File: config.mk
export PLATFORM = sky130hd
export DESIGN_NAME = t05_status_display_flat
export DESIGN_NICKNAME = d
export VERILOG_FILES = /design/src/rtl/t05_status_display_if.sv /design/src/rtl/t05_status_display.sv /design/src/flat_wrapper.sv
export SDC_FILE = /design/constraint.sdc
export NUM_CORES = 1
export LEC_CHECK = 0
export CAP_MARGIN = 30
export CORE_MARGIN = 2
export CORE_UTILIZATION = 30
export DETAILED_ROUTE_END_ITERATION = 10
export GPL_ROUTABILITY_DRIVEN = 0
export GPL_TIMING_DRIVEN = 0
export PLACE_DENSITY = 0.53
export SLEW_MARGIN = 10
export SYNTH_ARGS = -nofsm -noshare
export SYNTH_HDL_FRONTEND = slang
export SYNTH_SLANG_ARGS = --single-unit
File: constraint.sdc
create_clock -name clk -period 3 [get_ports clk]
set_input_delay 0.45 -clock clk [delete_from_list [all_inputs] [get_ports clk]]
set_output_delay 0.45 -clock clk [all_outputs]
set_load 0.03 [all_outputs]
File: src/rtl/t05_status_display_if.sv
// Status display bus: controller/override inputs toward the display block and
// the code/request/ack handshake with the display driver.
//   cont_state  controller state (4 bits)
//   ext_code    external override code
//   ext_sel     selects ext_code over the mapped controller state
//   err_clr     request to clear the sticky error
//   disp_ack    acknowledge from the display driver
//   disp_code   code presented to the driver
//   disp_req    update request to the driver
//   err_sticky  latched error flag
//   blank       blink blanking for the display
interface t05_status_display_if #(
  parameter int unsigned CODE_W = 4
);
  logic [3:0]        cont_state;
  logic [CODE_W-1:0] ext_code;
  logic              ext_sel;
  logic              err_clr;
  logic              disp_ack;
  logic [CODE_W-1:0] disp_code;
  logic              disp_req;
  logic              err_sticky;
  logic              blank;

  // Display block side
  modport master (
    input  cont_state, ext_code, ext_sel, err_clr, disp_ack,
    output disp_code, disp_req, err_sticky, blank
  );

  // Driver / controller side
  modport slave (
    output cont_state, ext_code, ext_sel, err_clr, disp_ack,
    input  disp_code, disp_req, err_sticky, blank
  );
endinterface

File: src/rtl/t05_status_display.sv
// Status display arbiter: maps the controller state (or an external override)
// to a display code, hands it to the driver with a req/ack handshake, holds
// each acknowledged code for a minimum dwell, latches errors and blinks the
// display while an error code is shown.
// Ports:
//   clk  clock, rising edge
//   rst  asynchronous active-high reset
//   bus  t05_status_display_if.master (see interface for signal list)
module t05_status_display #(
  parameter int unsigned CODE_W       = 4,
  parameter int unsigned DWELL_CYCLES = 1000,
  parameter int unsigned BLINK_CYCLES = 500
) (
  input  logic                          clk,
  input  logic                          rst,
  t05_status_display_if.master          bus
);

  localparam int unsigned DW_W = (DWELL_CYCLES > 1) ? $clog2(DWELL_CYCLES) : 1;
  localparam int unsigned BL_W = (BLINK_CYCLES > 1) ? $clog2(BLINK_CYCLES) : 1;

  localparam logic [CODE_W-1:0] CODE_ERR   = CODE_W'(7);
  localparam logic [DW_W-1:0]   DWELL_LOAD = DW_W'(DWELL_CYCLES - 1);
  localparam logic [BL_W-1:0]   BLINK_LAST = BL_W'(BLINK_CYCLES - 1);

  typedef enum logic [1:0] {
    ST_WAIT  = 2'd0,
    ST_REQ   = 2'd1,
    ST_DWELL = 2'd2
  } state_t;

  // Registered input copies
  logic [3:0]        cs_q;
  logic [CODE_W-1:0] ext_code_q;
  logic              ext_sel_q;
  logic              err_clr_q;
  logic              ack_q;

  logic [CODE_W-1:0] mapped_c;
  logic [CODE_W-1:0] cand_c;
  logic              err_set_c;
  logic              err_sticky_q;

  state_t            state_q, state_n;
  logic [CODE_W-1:0] code_q, code_n;
  logic              req_q, req_n;
  logic [DW_W-1:0]   dwell_q, dwell_n;

  logic [BL_W-1:0]   blink_cnt_q;
  logic              blank_q;

  // Input stage
  always_ff @(posedge clk or posedge rst) begin
    if (rst) begin
      cs_q       <= '0;
      ext_code_q <= '0;
      ext_sel_q  <= 1'b0;
      err_clr_q  <= 1'b0;
      ack_q      <= 1'b0;
    end else begin
      cs_q       <= bus.cont_state;
      ext_code_q <= bus.ext_code;
      ext_sel_q  <= bus.ext_sel;
      err_clr_q  <= bus.err_clr;
      ack_q      <= bus.disp_ack;
    end
  end

  // Controller state to code; out-of-range states count as ERROR
  always_comb begin
    mapped_c = CODE_W'(cs_q);
    if (cs_q > 4'd8) begin
      mapped_c = CODE_ERR;
    end
  end

  assign err_set_c = (mapped_c == CODE_ERR);

  // Sticky error: set beats clear
  always_ff @(posedge clk or posedge rst) begin
    if (rst) begin
      err_sticky_q <= 1'b0;
    end else if (err_set_c) begin
      err_sticky_q <= 1'b1;
    end else if (err_clr_q) begin
      err_sticky_q <= 1'b0;
    end
  end

  // Candidate priority: sticky error, then override, then controller state
  always_comb begin
    cand_c = mapped_c;
    if (err_sticky_q) begin
      cand_c = CODE_ERR;
    end else if (ext_sel_q) begin
      cand_c = ext_code_q;
    end
  end

  // Handshake FSM state register
  always_ff @(posedge clk or posedge rst) begin
    if (rst) begin
      state_q <= ST_WAIT;
      code_q  <= '0;
      req_q   <= 1'b0;
      dwell_q <= '0;
    end else begin
      state_q <= state_n;
      code_q  <= code_n;
      req_q   <= req_n;
      dwell_q <= dwell_n;
    end
  end

  // Handshake FSM next state
  always_comb begin
    state_n = state_q;
    code_n  = code_q;
    req_n   = req_q;
    dwell_n = dwell_q;
    unique case (state_q)
      ST_WAIT: begin
        if (cand_c != code_q) begin
          code_n  = cand_c;
          req_n   = 1'b1;
          state_n = ST_REQ;
        end
      end
      ST_REQ: begin
        // Never aborted; only the driver's ack moves on
        if (ack_q) begin
          req_n   = 1'b0;
          dwell_n = DWELL_LOAD;
          state_n = ST_DWELL;
        end
      end
      ST_DWELL: begin
        if ((cand_c == CODE_ERR) && (code_q != CODE_ERR)) begin
          // Error preempts the remaining dwell
          state_n = ST_WAIT;
        end else if (dwell_q <= DW_W'(1)) begin
          // Leave on the edge the counter reaches 0
          dwell_n = '0;
          state_n = ST_WAIT;
        end else begin
          dwell_n = dwell_q - 1'b1;
        end
      end
      default: begin
        state_n = ST_WAIT;
        req_n   = 1'b0;
      end
    endcase
  end

  // Blink generator, runs only while an error code is on the display
  always_ff @(posedge clk or posedge rst) begin
    if (rst) begin
      blink_cnt_q <= '0;
      blank_q     <= 1'b0;
    end else if (err_sticky_q && (code_q == CODE_ERR)) begin
      if (blink_cnt_q == BLINK_LAST) begin
        blink_cnt_q <= '0;
        blank_q     <= ~blank_q;
      end else begin
        blink_cnt_q <= blink_cnt_q + 1'b1;
      end
    end else begin
      blink_cnt_q <= '0;
      blank_q     <= 1'b0;
    end
  end

  assign bus.disp_code  = code_q;
  assign bus.disp_req   = req_q;
  assign bus.err_sticky = err_sticky_q;
  assign bus.blank      = blank_q;

endmodule

File: src/flat_wrapper.sv
// flat-port wrapper written by rule: the top's interface ports become plain ports
module t05_status_display_flat 
#(
  parameter int unsigned CODE_W       = 4,
  parameter int unsigned DWELL_CYCLES = 1000,
  parameter int unsigned BLINK_CYCLES = 500
)
  (clk, rst, bus_cont_state, bus_ext_code, bus_ext_sel, bus_err_clr, bus_disp_ack, bus_disp_code, bus_disp_req, bus_err_sticky, bus_blank);
  t05_status_display_if #(.CODE_W(CODE_W)) bus_i ();
  input  logic clk;
  input  logic rst;
  input wire logic [$bits(bus_i.cont_state)-1:0] bus_cont_state;
  input wire logic [$bits(bus_i.ext_code)-1:0] bus_ext_code;
  input wire logic [$bits(bus_i.ext_sel)-1:0] bus_ext_sel;
  input wire logic [$bits(bus_i.err_clr)-1:0] bus_err_clr;
  input wire logic [$bits(bus_i.disp_ack)-1:0] bus_disp_ack;
  output wire logic [$bits(bus_i.disp_code)-1:0] bus_disp_code;
  output wire logic [$bits(bus_i.disp_req)-1:0] bus_disp_req;
  output wire logic [$bits(bus_i.err_sticky)-1:0] bus_err_sticky;
  output wire logic [$bits(bus_i.blank)-1:0] bus_blank;
  assign bus_i.cont_state = bus_cont_state;
  assign bus_i.ext_code = bus_ext_code;
  assign bus_i.ext_sel = bus_ext_sel;
  assign bus_i.err_clr = bus_err_clr;
  assign bus_i.disp_ack = bus_disp_ack;
  assign bus_disp_code = bus_i.disp_code;
  assign bus_disp_req = bus_i.disp_req;
  assign bus_err_sticky = bus_i.err_sticky;
  assign bus_blank = bus_i.blank;
  t05_status_display #(.CODE_W(CODE_W), .DWELL_CYCLES(DWELL_CYCLES), .BLINK_CYCLES(BLINK_CYCLES)) u_core (.clk(clk), .rst(rst), .bus(bus_i));
endmodule
==> impl_metrics.yaml <==
pwr:
  power.density_nw_per_um2: 752
  power_mw: 1.82
  swShare_pct: 36.8
  clkPwrFrac_pct: 25.2
  ir_worst_vdd_uv: 345
  p_int_mw: 1.15
  seqPwrFrac_pct: 36.8
  p_leak_nw: 0.959
  p_sw_mw: 0.671
  combPwrFrac_pct: 37.9
routing:
  antenna_left: 0
  route.detailed.drc: 0
  post_drt_via_cell_ratio: 5.09
  routed-via-count: 1521
  drt_pass1_iterations: 4
  routed_wl_mm: 3.99
  wl_per_cell_microns: 13.3
  drtIter0Drc: 74
timing:
  maxSlewHeadroom_pct: 64.2
  finClkSkew_ns: 0.0122
  finalSetupViolCount: 0
  fin_setup_tns_ns: 0
  max_freq_mhz: 468
  worst_pin_slew_ns: 0.530
  worst_slack_ns: 0.864
  finalHoldViolCount: 0
  period_needed_ns: 2.14
  maxSlewViolCount: 0
  rsz0062_at_grt: "no"
  whs_ns: 0.421
  fin_crit_sh_pct: 71.2
cts:
  clockBufferDepth: 2
  cts_tree: "yes"
  worstSkewPairLatency_ns: 0.30
  cts_setup_buffers: 0
  htree_levels: 2
  clock_sinks: 39
  numCtsBuffers: 5
  cts_root_buf: "clkbuf_8"
  cts_resized: 0
  cts_hold_buf: 0
  clk_pin_slew_ns: 0.08
logic_synthesis:
  synth-async-reset-ratio_pct: 100
  synth-edff-count: 0
  syn_avg_cell_area_sq_um: 10.3
  syn_nets: 214
  synth_simple_gate_area_share_pct: 19.2
  synthAdderAreaFrac_pct: 4.39
  synth_compound_area_share_pct: 16.1
  synth_area_sq_um: 2000
  synthMuxAreaShare_pct: 2.95
  synth-xor-area-share_pct: 4.83
  ys_seq_area_share_pct: 48.9
  synthFlopType: "dfrtp_1"
  synth_cells: 194
  synth.distinct_cells: 50
  yosys_warnings: 0
  synth_top_family_by_area: "simple AND/OR/NAND/NOR gates"
  synth-seq-cells: 39
floorplan:
  core_area_sq_um: 6390
  dieWidth_microns: 85.6
  start_util_pct: 31.2
  rows: 29
  die_area_sq_um: 7320
  die_h_microns: 85.6
  pin_count: 20
placement:
  io_buffers: 19
  dp_slack_ns: 0.873
  post-dp-hpwl_mm: 2.89
global_route:
  grt_max_degree: 24
  grt_overflow_total: 0
  antenna_found_initial: 0
  grt_pass1_wl_mm: 7.09
  grt_pass1_vias: 1463
  grtUsageTotal_pct: 12.1
setup_path:
  ff2ff_setup_slack_ns: 0.86
  criticalPathCategory: "flip-flop to flip-flop"
  reg2reg_depth: 6
  cp.required_ns: 3.18
  cp_max_fo: 5
  reg2reg_to: "u_core.state_q[1]"
  r2r-start: "u_core.dwell_q[4]"
  crit_arrival_ns: 2.32
  crit_path_end_kind: "flip-flop"
  worstSetupStartpointType: "flip-flop"
cells_and_area:
  nFillCells: 648
  layout_commonest_cell: "dfrtp_1"
  postLayoutCoreUtil_pct: 38.0
  layout.nets: 241
  antenna_cells: 0
  final_cell_mix: "dfrtp_1 (39), nor2_1 (20), clkdlybuf4s50_1 (19)"
  multiInputGateArea_sq_um: 947
  drive_gt1_share_pct: 10.4
  regArea_sq_um: 976
  areaGrowthSynthToFinish_pct: 21.6
worst_hold_path:
  min_from: "u_core.err_clr_q"
  hold_end: "u_core.bus.err_sticky"
  hold_path_depth: 1
  min_path_type: "flip-flop to flip-flop"
job:
  cap_violations: 0
run_status:
  status: "finished, final reports clean"
-- critical path, cell delays in order, from the launching register on --
cell and delay [ns]:
dfrtp_1 0.43, nor4_2 0.44, nor4b_2 0.29, nand2b_1 0.20, o21ai_0 0.17, a21oi_1 0.19
mux2_4 0.31
-- worst max path at each step --
stage	to	from	depth (start not counted)	slack, ns
floorplan	u_core.state_q[1]	u_core.bus.disp_code[3]	6	0.97
global placement	u_core.cs_q[3]	rst	2	0.73
detailed placement	u_core.state_q[1]	u_core.cs_q[1]	5	0.87
CTS	u_core.state_q[1]	u_core.cs_q[1]	5	0.85
global route	u_core.state_q[1]	u_core.cs_q[1]	5	0.58
finish	u_core.state_q[1]	u_core.dwell_q[4]	6	0.86
-- cells in the mapped netlist, types with 2 or more instances --
master | n | area [sq um]
o21a_1 | 2 | 15.0
dfrtp_1 | 39 | 976
xor2_1 | 3 | 26.3
ha_1 | 7 | 87.6
nor2_1 | 20 | 75.1
nor2b_1 | 2 | 12.5
nor3b_1 | 2 | 15.0
a21oi_1 | 9 | 45.0
mux2_2 | 2 | 22.5
nand2b_1 | 3 | 18.8
o31ai_1 | 2 | 15.0
nand2_1 | 9 | 33.8
nand3_1 | 9 | 45.0
inv_1 | 11 | 41.3
and3_1 | 2 | 12.5
nand4_1 | 2 | 12.5
nor3_1 | 4 | 20.0
buf_2 | 4 | 20.0
o21ai_0 | 17 | 85.1
xnor2_1 | 8 | 70.1
or3_1 | 2 | 12.5
o31a_1 | 4 | 35.0
or4_1 | 4 | 30.0
-- power groups by stage --
stage                     clock, mW  combinational [mW]  sequential, mW
after floorplan                   0               0.441           0.721
after detailed placement          0               0.699           0.684
after CTS                     0.476               0.702           0.674
after global routing          0.502               0.775           0.685
after global placement            0               0.691           0.684
final                         0.461               0.692           0.672
-- logic make-up (layout without fill, tap and decap cells) --
| family | after synthesis | count (layout) |
|---|---|---|
| muxes | 5 | 5 |
| AOI/OAI and AO/OA | 48 | 48 |
| and+or+nand+nor | 67 | 67 |
| buffers and inverters | 17 | 45 |
| adders and majority gates | 7 | 7 |
| DFF | 39 | 39 |
| xor gates and xnor gates | 11 | 11 |
-- registers in the layout (all words and copies together) (netlist names) --
signal	count
u_core.blink_cnt_q	9
u_core.state_q	2
u_core.bus.err_sticky	1
u_core.ext_sel_q	1
u_core.dwell_q	10
u_core.ext_code_q	4
u_core.err_clr_q	1
u_core.ack_q	1
u_core.cs_q	4
u_core.bus.disp_req	1
u_core.bus.blank	1
u_core.bus.disp_code	4
-- final cells by class --
type / instances / area share, %
plain buffers: 6 / 1.29
clock buffers: 6 / 3.40
clock inverters: 2 / 1.44
inverters: 11 / 1.70
multi-input cells: 138 / 39.0
flip-flops and latches: 39 / 40.2
well taps: 77 / 3.97
repair buffers: 20 / 8.97
-- through the flow --
stage	cell area, sq um	instances
finish	2430	299
global route	2430	299
CTS	2430	299
global placement	2280	290
floorplan	2000	194
detailed placement	2310	291
-- routing by layer --
layer  up-vias  track usage [%]  share of wire (%)
met3         7             3.37                3.4
met4         0             5.19                2.4
met5         -                0                  0
met1       739             16.7                 51
li1        748                -                  -
met2        27             17.8                 43
Power figures use the tool's default switching activity.
